===== config.mk =====
export PLATFORM = sky130hd
export DESIGN_NAME = fp_operand_pairer
export DESIGN_NICKNAME = d
export VERILOG_FILES = /design/src/rtl/fp_tile_pkg.sv /design/src/rtl/fp_pair_fifo.sv /design/src/rtl/fp_operand_pairer.sv
export SDC_FILE = /design/constraint.sdc
export NUM_CORES = 1
export LEC_CHECK = 0
export CAP_MARGIN = 10
export CORE_MARGIN = 2
export CORE_UTILIZATION = 55
export CTS_BUF_LIST = sky130_fd_sc_hd__clkbuf_8
export DETAILED_ROUTE_END_ITERATION = 6
export DONT_BUFFER_PORTS = 1
export PLACE_DENSITY_LB_ADDON = 0.15
export RECOVER_POWER = 50
export SLEW_MARGIN = 20
export SYNTH_ARGS = -nofsm -noshare
export SYNTH_HDL_FRONTEND = slang
export SYNTH_SLANG_ARGS = --single-unit

===== constraint.sdc =====
create_clock -name clk_line -period 2.7 [get_ports clk_line]
set_clock_uncertainty 0.05 [all_clocks]
set_input_delay 0.54 -clock clk_line [delete_from_list [all_inputs] [get_ports clk_line]]
set_output_delay 0.54 -clock clk_line [all_outputs]
set_load 0.03 [all_outputs]

===== src/rtl/fp_tile_pkg.sv =====
// Shared types and helpers for the FP divider tile operand front end.
package fp_tile_pkg;

    localparam int FP_BW      = 32;
    localparam int FP_BWB     = FP_BW / 8;
    localparam int FP_CNT_W   = 32;
    // Top bit of the exponent; bits [FP_EXP_MSB:0] are magnitude (sign excluded).
    localparam int FP_EXP_MSB = FP_BW - 2;

    // One operand beat as it sits in a lane FIFO.
    typedef struct packed {
        logic [FP_BW-1:0]  data;
        logic [FP_BWB-1:0] keep;
        logic              last;
    } fp_beat_t;

    // Debug/status readout for the control bus.
    typedef struct packed {
        logic [FP_CNT_W-1:0] pair_count;
        logic [FP_CNT_W-1:0] zero_div_count;
        logic                last_mismatch;
    } pair_status_t;

    // True for +0 and -0: exponent and mantissa all zero, sign ignored.
    function automatic logic is_fp_zero(input logic [FP_BW-1:0] value);
        return (value[FP_EXP_MSB:0] == {(FP_EXP_MSB + 1){1'b0}});
    endfunction

    // Saturating increment; a counter at all-ones stays there.
    function automatic logic [FP_CNT_W-1:0] sat_inc(input logic [FP_CNT_W-1:0] value);
        if (value == {FP_CNT_W{1'b1}}) begin
            return value;
        end else begin
            return value + {{(FP_CNT_W - 1){1'b0}}, 1'b1};
        end
    endfunction

endpackage


===== src/rtl/fp_pair_fifo.sv =====
// Single-clock FIFO of operand beats with registered occupancy count.
module fp_pair_fifo
    import fp_tile_pkg::*;
#(
    parameter int DEPTH = 4
) (
    input  logic                     clk,
    input  logic                     rst,
    input  logic                     wr_en,
    input  fp_beat_t                 wr_data,
    input  logic                     rd_en,
    output fp_beat_t                 rd_data,
    output logic                     full,
    output logic                     empty,
    output logic [$clog2(DEPTH):0]   count
);

    localparam int            AW        = $clog2(DEPTH);
    localparam logic [AW-1:0] PTR_ONE   = {{(AW - 1){1'b0}}, 1'b1};
    localparam logic [AW:0]   CNT_ONE   = {{AW{1'b0}}, 1'b1};
    localparam logic [AW:0]   CNT_ZERO  = {(AW + 1){1'b0}};
    localparam logic [AW:0]   CNT_FULL  = (AW + 1)'(DEPTH);

    fp_beat_t      mem_r [DEPTH];
    logic [AW-1:0] wr_ptr_r;
    logic [AW-1:0] rd_ptr_r;
    logic [AW:0]   count_r;
    logic          push_s;
    logic          pop_s;

    assign full    = (count_r == CNT_FULL);
    assign empty   = (count_r == CNT_ZERO);
    assign count   = count_r;
    assign rd_data = mem_r[rd_ptr_r];

    // Guard the strobes so a misbehaving caller cannot overrun or underrun.
    always_comb begin
        push_s = 1'b0;
        pop_s  = 1'b0;
        if (wr_en && !full) begin
            push_s = 1'b1;
        end else begin
            push_s = 1'b0;
        end
        if (rd_en && !empty) begin
            pop_s = 1'b1;
        end else begin
            pop_s = 1'b0;
        end
    end

    // Storage array; contents are only observable through a valid pop.
    always_ff @(posedge clk) begin
        if (push_s) begin
            mem_r[wr_ptr_r] <= wr_data;
        end
    end

    // Pointers and occupancy; pointers wrap naturally since DEPTH is a power of two.
    always_ff @(posedge clk) begin
        if (rst) begin
            wr_ptr_r <= {AW{1'b0}};
            rd_ptr_r <= {AW{1'b0}};
            count_r  <= CNT_ZERO;
        end else begin
            if (push_s) begin
                wr_ptr_r <= wr_ptr_r + PTR_ONE;
            end
            if (pop_s) begin
                rd_ptr_r <= rd_ptr_r + PTR_ONE;
            end
            case ({push_s, pop_s})
                2'b10:   count_r <= count_r + CNT_ONE;
                2'b01:   count_r <= count_r - CNT_ONE;
                default: count_r <= count_r;
            endcase
        end
    end

endmodule


===== src/rtl/fp_operand_pairer.sv =====
// Joins the dividend (A) and divisor (B) AXI-Stream lanes into one paired beat
// per division, with per-lane skew buffering and status counters.
module fp_operand_pairer
    import fp_tile_pkg::*;
#(
    parameter int BW    = FP_BW,
    parameter int BWB   = BW / 8,
    parameter int DEPTH = 4,
    parameter int CNT_W = FP_CNT_W
) (
    input  logic               clk_line,
    input  logic               clk_line_rst_high,
    input  logic               a_TVALID,
    output logic               a_TREADY,
    input  logic [BW-1:0]      a_TDATA,
    input  logic [BWB-1:0]     a_TKEEP,
    input  logic               a_TLAST,
    input  logic               b_TVALID,
    output logic               b_TREADY,
    input  logic [BW-1:0]      b_TDATA,
    input  logic [BWB-1:0]     b_TKEEP,
    input  logic               b_TLAST,
    output logic               out_TVALID,
    input  logic               out_TREADY,
    output logic [2*BW-1:0]    out_TDATA,
    output logic [2*BWB-1:0]   out_TKEEP,
    output logic               out_TLAST,
    output logic [CNT_W-1:0]   pair_count,
    output logic [CNT_W-1:0]   zero_div_count,
    output logic               last_mismatch
);

    localparam int          AW        = $clog2(DEPTH);
    localparam logic [AW:0] LANE_FULL = (AW + 1)'(DEPTH);

    fp_beat_t      a_in_s;
    fp_beat_t      b_in_s;
    fp_beat_t      a_head_s;
    fp_beat_t      b_head_s;
    logic          a_full_s;
    logic          b_full_s;
    logic          a_empty_s;
    logic          b_empty_s;
    logic [AW:0]   a_count_s;
    logic [AW:0]   b_count_s;
    logic          a_push_s;
    logic          b_push_s;
    logic          fire_s;
    logic          out_hs_s;

    logic          ready_en_r;
    logic          out_valid_r;
    logic [2*BW-1:0]  out_data_r;
    logic [2*BWB-1:0] out_keep_r;
    logic          out_last_r;
    pair_status_t  status_r;

    assign a_in_s = '{data: a_TDATA, keep: a_TKEEP, last: a_TLAST};
    assign b_in_s = '{data: b_TDATA, keep: b_TKEEP, last: b_TLAST};

    // Ready comes from the registered occupancy, so a pop in the same cycle never
    // reopens a full lane; ready_en_r holds both lanes off through reset.
    assign a_TREADY = ready_en_r && (a_count_s != LANE_FULL);
    assign b_TREADY = ready_en_r && (b_count_s != LANE_FULL);
    assign a_push_s = a_TVALID && a_TREADY && !a_full_s;
    assign b_push_s = b_TVALID && b_TREADY && !b_full_s;
    assign out_hs_s = out_valid_r && out_TREADY;

    fp_pair_fifo #(.DEPTH(DEPTH)) u_fifo_a (
        .clk     (clk_line),
        .rst     (clk_line_rst_high),
        .wr_en   (a_push_s),
        .wr_data (a_in_s),
        .rd_en   (fire_s),
        .rd_data (a_head_s),
        .full    (a_full_s),
        .empty   (a_empty_s),
        .count   (a_count_s)
    );

    fp_pair_fifo #(.DEPTH(DEPTH)) u_fifo_b (
        .clk     (clk_line),
        .rst     (clk_line_rst_high),
        .wr_en   (b_push_s),
        .wr_data (b_in_s),
        .rd_en   (fire_s),
        .rd_data (b_head_s),
        .full    (b_full_s),
        .empty   (b_empty_s),
        .count   (b_count_s)
    );

    // Join: both lanes have a head entry and the output register is free or draining.
    always_comb begin
        fire_s = 1'b0;
        if (!a_empty_s && !b_empty_s && (!out_valid_r || out_TREADY)) begin
            fire_s = 1'b1;
        end else begin
            fire_s = 1'b0;
        end
    end

    // Lane ready enable: low while reset is applied, high from the first cycle after.
    always_ff @(posedge clk_line) begin
        if (clk_line_rst_high) begin
            ready_en_r <= 1'b0;
        end else begin
            ready_en_r <= 1'b1;
        end
    end

    // Output register: load on fire, retire on handshake, otherwise hold stable.
    always_ff @(posedge clk_line) begin
        if (clk_line_rst_high) begin
            out_valid_r <= 1'b0;
            out_data_r  <= {(2 * BW){1'b0}};
            out_keep_r  <= {(2 * BWB){1'b0}};
            out_last_r  <= 1'b0;
        end else if (fire_s) begin
            out_valid_r <= 1'b1;
            out_data_r  <= {b_head_s.data, a_head_s.data};
            out_keep_r  <= {b_head_s.keep, a_head_s.keep};
            out_last_r  <= a_head_s.last | b_head_s.last;
        end else if (out_hs_s) begin
            out_valid_r <= 1'b0;
        end else begin
            out_valid_r <= out_valid_r;
        end
    end

    // Status: saturating counters on downstream handshake, sticky TLAST mismatch on fire.
    always_ff @(posedge clk_line) begin
        if (clk_line_rst_high) begin
            status_r <= {$bits(pair_status_t){1'b0}};
        end else begin
            if (out_hs_s) begin
                status_r.pair_count <= sat_inc(status_r.pair_count);
                if (is_fp_zero(out_data_r[2*BW-1:BW])) begin
                    status_r.zero_div_count <= sat_inc(status_r.zero_div_count);
                end
            end
            if (fire_s && (a_head_s.last != b_head_s.last)) begin
                status_r.last_mismatch <= 1'b1;
            end
        end
    end

    assign out_TVALID     = out_valid_r;
    assign out_TDATA      = out_data_r;
    assign out_TKEEP      = out_keep_r;
    assign out_TLAST      = out_last_r;
    assign pair_count     = status_r.pair_count;
    assign zero_div_count = status_r.zero_div_count;
    assign last_mismatch  = status_r.last_mismatch;

endmodule


==> impl_metrics.csv, run 1 <==
group,metric,value,unit
run_status,status,"complete, no violations",
sta,finalHoldViolCount,0,
floorplanning,boundaryPins,220,
cells_and_area,multiInputGateArea,4960,sq um
sta,max_freq,0.385,GHz
clock_tree,numCtsBuffers,73,
yosys,synth_seq_cells,454,
clock_tree,h-tree-depth,3,
global_routing,grt_overflow,0,
worst_setup_path,crit_arrival,3.06,ns
power,vdd_drop_max,0.000591,V
place,routabilityCongestion,0.844,
detailed_routing,drc,0,
floorplanning,start_util,56.2,%
sta,period_minus_slack,2.60,ns
yosys,synth_ff_type,"edfxtp_1",
yosys,synth_warnings,0,
global_routing,track_usage,22.9,%
yosys,ys_seq_area_share,69.7,%
sta,tns,0,ns
yosys,syn_area_per_cell,14.4,sq um
sta,period_share,96.1,%
clock_tree,clock_latency,0.60,ns
clock_tree,cts_tree,"built",
place,io_buffers,0,
yosys,async_flop_share,0,%
yosys,synth_area,17300,sq um
worst_setup_path,startpoint_type,"flip-flop",
cells_and_area,fin_area,20800,sq um
sta,finalMaxSlewViolations,0,
cells_and_area,fillCellCount,2225,
global_routing,grt_antenna_before_repair,4,
cells_and_area,drive_above_1_share,16.3,%
yosys,yosys.cell_types.count,45,
detailed_routing,drt_iter0_markers,591,
power,p_leak,7.09,nW
clock_tree,clock_path_buffers,3,
cells_and_area,ff_latch_area,12100,sq um
yosys,synthCells,1203,
worst_setup_path,criticalPathCategory,"flip-flop to flip-flop",
floorplanning,rows,64,
cells_and_area,layout_common_cells,"edfxtp_1, nand2_1, dfxtp_1, dlygate4sd3_1, a21oi_1",
min_path,hold_path_class,"input port to flip-flop",
sta,tightest_slew,1.14,ns
cells_and_area,area_delta_synth_final,20.3,%
floorplanning,die_height,181,microns
detailed_routing,drt-total-wl,37500,microns
global_routing,grt_pass1_vias,10906,
global_routing,grt_pass1_wl,58700,microns
sta,rsz0062_at_grt,"no",
clock_tree,root_buffer,"clkbuf_8",
global_routing,grt_max_degree,125,
floorplanning,die_area,32800,sq um
clock_tree,cts_sinks,454,
sta,max-slew-margin-rel,23.8,%
place,dpl_cell_area,18500,sq um
detailed_routing,ant_nets,0,
cells_and_area,fin_util,67.6,%
floorplanning,die_x,181,microns
clock_tree,path_clk_slew,0.06,ns
yosys,synth_fp_nets,1297,
detailed_routing,wire_per_inst,19.8,microns
worst_setup_path,worstPathRequired,3.16,ns
power,power_density,797,nW/um^2
floorplanning,core-area,30700,sq um
cells_and_area,final_common_cell,"edfxtp_1",
worst_setup_path,endpoint_kind,"flip-flop",
sta,setup_violations,0,
cells_and_area,layout.nets,1526,
yosys,synth_edf_count,296,
worst_setup_path,crit_fanout,6,
job,cap_violations,0,
detailed_routing,vias_per_cell,5.62,
place,hpwl,21900,microns
detailed_routing,via_count,10623,
detailed_routing,dr.pass1.iters,5,
[flip-flops by register name, summed over array words and instances (netlist names), 3 cells and up, named ones only]
name	cells
u_fifo_b.mem_r	148
u_fifo_b.count	3
u_fifo_a.count	3
out_TKEEP	8
zero_div_count	32
pair_count	32
out_TDATA	64
u_fifo_a.mem_r	148
[path summary, 6_finish.rpt]
check                                        from                 to  slack, ns  depth (start not counted)
worst max register to register      pair_count[7]     pair_count[14]       0.10                          6
worst min-delay path            clk_line_rst_high         ready_en_r       0.06                          1
worst min register to register  zero_div_count[1]  zero_div_count[1]       0.44                          2
worst max-delay path                pair_count[7]     pair_count[14]       0.10                          6
[timing repair]
item | in CTS | in global routing
endpoints found under the hold margin | 450 | 0
resized for setup | 0 | 6
setup endpoints to repair | 0 | 11
hold buffers | 103 | 0
buffers inserted | 0 | 4
[synthesized netlist by cell type (2+ instances only)]
| library cell | instances | area share [%] |
|---|---|---|
| and2_1 | 5 | 0.18 |
| dfxtp_1 | 158 | 18 |
| nand2b_1 | 2 | 0.072 |
| or2_2 | 2 | 0.072 |
| o21ai_0 | 7 | 0.20 |
| nor3_1 | 8 | 0.23 |
| edfxtp_1 | 296 | 51 |
| a21oi_1 | 91 | 2.6 |
| nand3_1 | 46 | 1.3 |
| inv_1 | 18 | 0.39 |
| nor2_1 | 79 | 1.7 |
| nand4_1 | 26 | 0.94 |
| and4_1 | 9 | 0.46 |
| clkbuf_1 | 46 | 1.0 |
| fa_1 | 2 | 0.23 |
| ha_1 | 13 | 0.94 |
| xnor2_1 | 14 | 0.71 |
| buf_2 | 6 | 0.17 |
| or4_1 | 3 | 0.13 |
| nand2_1 | 174 | 3.8 |
| nor4_1 | 11 | 0.40 |
| and3_1 | 31 | 1.1 |
| buf_1 | 4 | 0.087 |
| xor2_1 | 46 | 2.3 |
| mux4_2 | 74 | 9.6 |
| or3_1 | 9 | 0.33 |
| o31ai_1 | 5 | 0.22 |
[stage by stage]
stage / power (mW) / hold slack, ns / worst slack (ns) / cells
floorplan: 10.2 / 0.416 / 0.0405 / 1203
global placement: 10.9 / 0.420 / 0.344 / 1646
detailed placement: 10.9 / 0.433 / 0.247 / 1646
CTS: 16.8 / 0.0380 / 0.0921 / 1882
global route: 17.3 / 0.0319 / 0.00313 / 1889
finish: 16.6 / 0.0566 / 0.104 / 1890
[layout make-up]
class,instances,area share (%)
clock inverter,48,1.28
timing repair buffer,210,8.48
multi-input combinational,674,23.8
antenna,4,0.0481
inverter,19,0.343
sequential,454,58.0
clock buffer,85,5.63
tap,396,2.38
[metal layers]
| metal | up-vias | track usage, % | routed length [microns] |
|---|---|---|---|
| met5 | - | 0 | 0 |
| met4 | 0 | 7.25 | 792 |
| met3 | 64 | 7.30 | 3020 |
| met2 | 329 | 37.2 | 18100 |
| met1 | 5264 | 29.6 | 15600 |
| li1 | 4966 | - | - |
[worst max-delay path: stages, from the launching register on]
cell and delay [ns]:
dfxtp_1 0.57, and4_1 0.36, nand3_1 0.10, a311o_1 0.43, or3_1 0.33, a21oi_1 0.13, dlygate4sd3_1 0.55
[logic make-up (layout without fill, tap and decap cells)]
group	count (synthesis)	in the layout	share of synthesized area [%]
AO/OA/AOI/OAI	114	114	3.58
adder cells (fa/ha/maj)	15	15	1.17
AND/OR/NAND/NOR	410	410	11.1
flip-flops	454	454	69.7
buffers and inverters	75	362	1.67
other	0	4	0
multiplexers	75	75	9.70
XOR/XNOR	60	60	3.04
[report_power, final]
part           leakage [nW]  switching, mW  internal, mW  total, mW
logic                  2.28           1.46          1.10       2.57
clock network         0.843           2.65          2.99       5.65
registers              3.97          0.536          7.82       8.35
total                  7.09           4.66          11.9       16.6
No activity file was read; power rests on OpenSTA's default activity.
==> inputs of run 2 (changes only) <==
- CTS_CLUSTER_SIZE: unset -> 24
- clock period: 2.7 -> 3.2 ns (I/O delays scaled with it)
==> impl_metrics.csv, run 2 (synthesis gave the netlist of run 1 again) <==
group,metric,value,unit
run_status,status,"complete, no violations",
worst_setup_path,criticalPathCategory,"flip-flop to flip-flop",
clock_tree,path_clk_slew,0.06,ns
min_path,hold_start,"clk_line_rst_high",
power,p_leak,6.37,nW
global_routing,grt_overflow,0,
floorplanning,die_height,181,microns
clock_tree,post_cts_buffers,0,
worst_setup_path,endpoint_kind,"flip-flop",
worst_setup_path,crit_fanout,4,
detailed_routing,drc,0,
global_routing,grt_pass1_vias,10137,
detailed_routing,via_count,9897,
cells_and_area,layout_common_cells,"edfxtp_1, nand2_1, dfxtp_1, a21oi_1, clkbuf_8",
min_path,hold_path_class,"input port to flip-flop",
floorplanning,start_util,56.2,%
power,vdd_drop_max,0.000577,V
worst_setup_path,cp.buffers_inverters,1,
worst_setup_path,cpMaxStageDelayCell,"a2111oi_0",
cells_and_area,fillCellCount,2360,
clock_tree,h-tree-depth,3,
floorplanning,boundaryPins,220,
clock_tree,numCtsBuffers,74,
clock_tree,clock_latency,0.61,ns
clock_tree,postCtsHoldBufs,0,
power,report.power.total,13.6,mW
detailed_routing,dr.pass1.iters,5,
place,routabilityCongestion,0.827,
floorplanning,die_area,32800,sq um
min_path,min_path_cells,1,
place,hpwl,21100,microns
worst_setup_path,rrSetupSlack,0.41,ns
clock_tree,clock_path_buffers,3,
global_routing,grt_max_degree,155,
sta,rsz0062_at_grt,"no",
detailed_routing,drt_iter0_markers,631,
cells_and_area,final_common_cell,"edfxtp_1",
global_routing,met2_usage,35.2,%
detailed_routing,wire_per_inst,20.6,microns
sta,finalMaxSlewViolations,0,
clock_tree,ctsResizeCount,0,
sta,tightest_slew,1.03,ns
sta,max-slew-margin-rel,31.5,%
min_path,min_to,"pair_count[14]",
worst_setup_path,cp_top_family,"compound AO/OA/AOI/OAI gates",
cells_and_area,layout.nets,1361,
sta,setup_violations,0,
detailed_routing,ant_nets,0,
worst_setup_path,worstPathRequired,3.61,ns
sta,worst_hold_slack,0.0684,ns
power,power_density,708,nW/um^2
global_routing,grt_antenna_before_repair,0,
worst_setup_path,reg2reg_depth,7,
clock_tree,cts_sinks,454,
global_routing,grt-busiest-layer,"met2",
sta,period_share,87.3,%
worst_setup_path,reg2reg_from,"zero_div_count[0]",
floorplanning,rows,64,
sta,max_freq,0.358,GHz
clock_tree,root_buffer,"clkbuf_8",
detailed_routing,drt-total-wl,35500,microns
floorplanning,core-area,30700,sq um
sta,period_minus_slack,2.79,ns
cells_and_area,n_antenna_cell,0,
cells_and_area,drive_above_1_share,16.2,%
worst_setup_path,reg2reg_to,"zero_div_count[27]",
sta,finalHoldViolCount,0,
global_routing,grtUsageMet3,8.16,%
sta,tns,0,ns
detailed_routing,vias_per_cell,5.74,
worst_setup_path,cp_slowest_stage_delay,0.67,ns
worst_setup_path,crit_chain,"clkbuf_1 > nand4_1 > or2_2 > a2111oi_0 > nand2_1 > o211ai_1 > o31ai_1",
job,cap_violations,0,
worst_setup_path,crit_arrival,3.21,ns
cells_and_area,area_delta_synth_final,11.6,%
place,io_buffers,0,
global_routing,use_met1,27.4,%
floorplanning,die_x,181,microns
global_routing,track_usage,21.7,%
worst_setup_path,startpoint_type,"flip-flop",
global_routing,grt_pass1_wl,55300,microns
clock_tree,cts_tree,"built",
[run 2: cell types whose count changed in the layout (fill, tap and decap cells not counted), sizes merged]
cell / change
buf: -22
diode: -4
clkbuf: -47
dlygate4sd3: -102
clkinvlp: -1
clkinv: +10
[run 2: through the flow]
stage               std cells  worst slack, ns  util, %  cell area, sq um
finish                   1724            0.405     62.7             19300
detailed placement       1587            0.401     58.4             17900
global route             1724            0.198     62.7             19300
CTS                      1724            0.353     62.9             19300
floorplan                1203            0.412        -             17300
global placement         1587            0.514     58.4             17900
[run 2: worst max-delay path by stage]
stage | to | slack, ns | start | cells after the start
global placement | zero_div_count[18] | 0.51 | out_TDATA[32] | 7
global route | zero_div_count[27] | 0.20 | zero_div_count[2] | 7
floorplan | u_fifo_b.count[2] | 0.41 | u_fifo_a.count[2] | 11
CTS | zero_div_count[18] | 0.35 | out_TDATA[48] | 7
finish | zero_div_count[27] | 0.41 | zero_div_count[0] | 7
detailed placement | zero_div_count[18] | 0.40 | out_TDATA[48] | 7
[run 2: final cells by class]
type	instances	area (sq um)	share of cell area [%]
multi-input combinational	674	4950	25.7
tap	396	495	2.57
timing repair buffer	44	297	1.54
clock buffer	80	1100	5.71
inverter	19	71.3	0.370
sequential	454	12100	62.5
clock inverter	57	300	1.56
[run 2: routing by layer]
metal / up-vias / routed length (microns)
met5: - / 0
met4: 0 / 690
met3: 64 / 3100
met2: 300 / 17000
met1: 4898 / 14700
li1: 4635 / -
[run 2: where the power goes]
group	leakage, nW	internal [mW]	switching [mW]	total (mW)
clock network	0.830	2.42	2.25	4.67
logic	1.57	0.785	0.928	1.71
registers	3.97	6.60	0.661	7.26
==> inputs of run 3 (changes only) <==
- SKIP_CTS_REPAIR_TIMING: unset -> 1
==> results of run 3 <==
No change in the layout: final DEF, timing and power equal those of run 2.
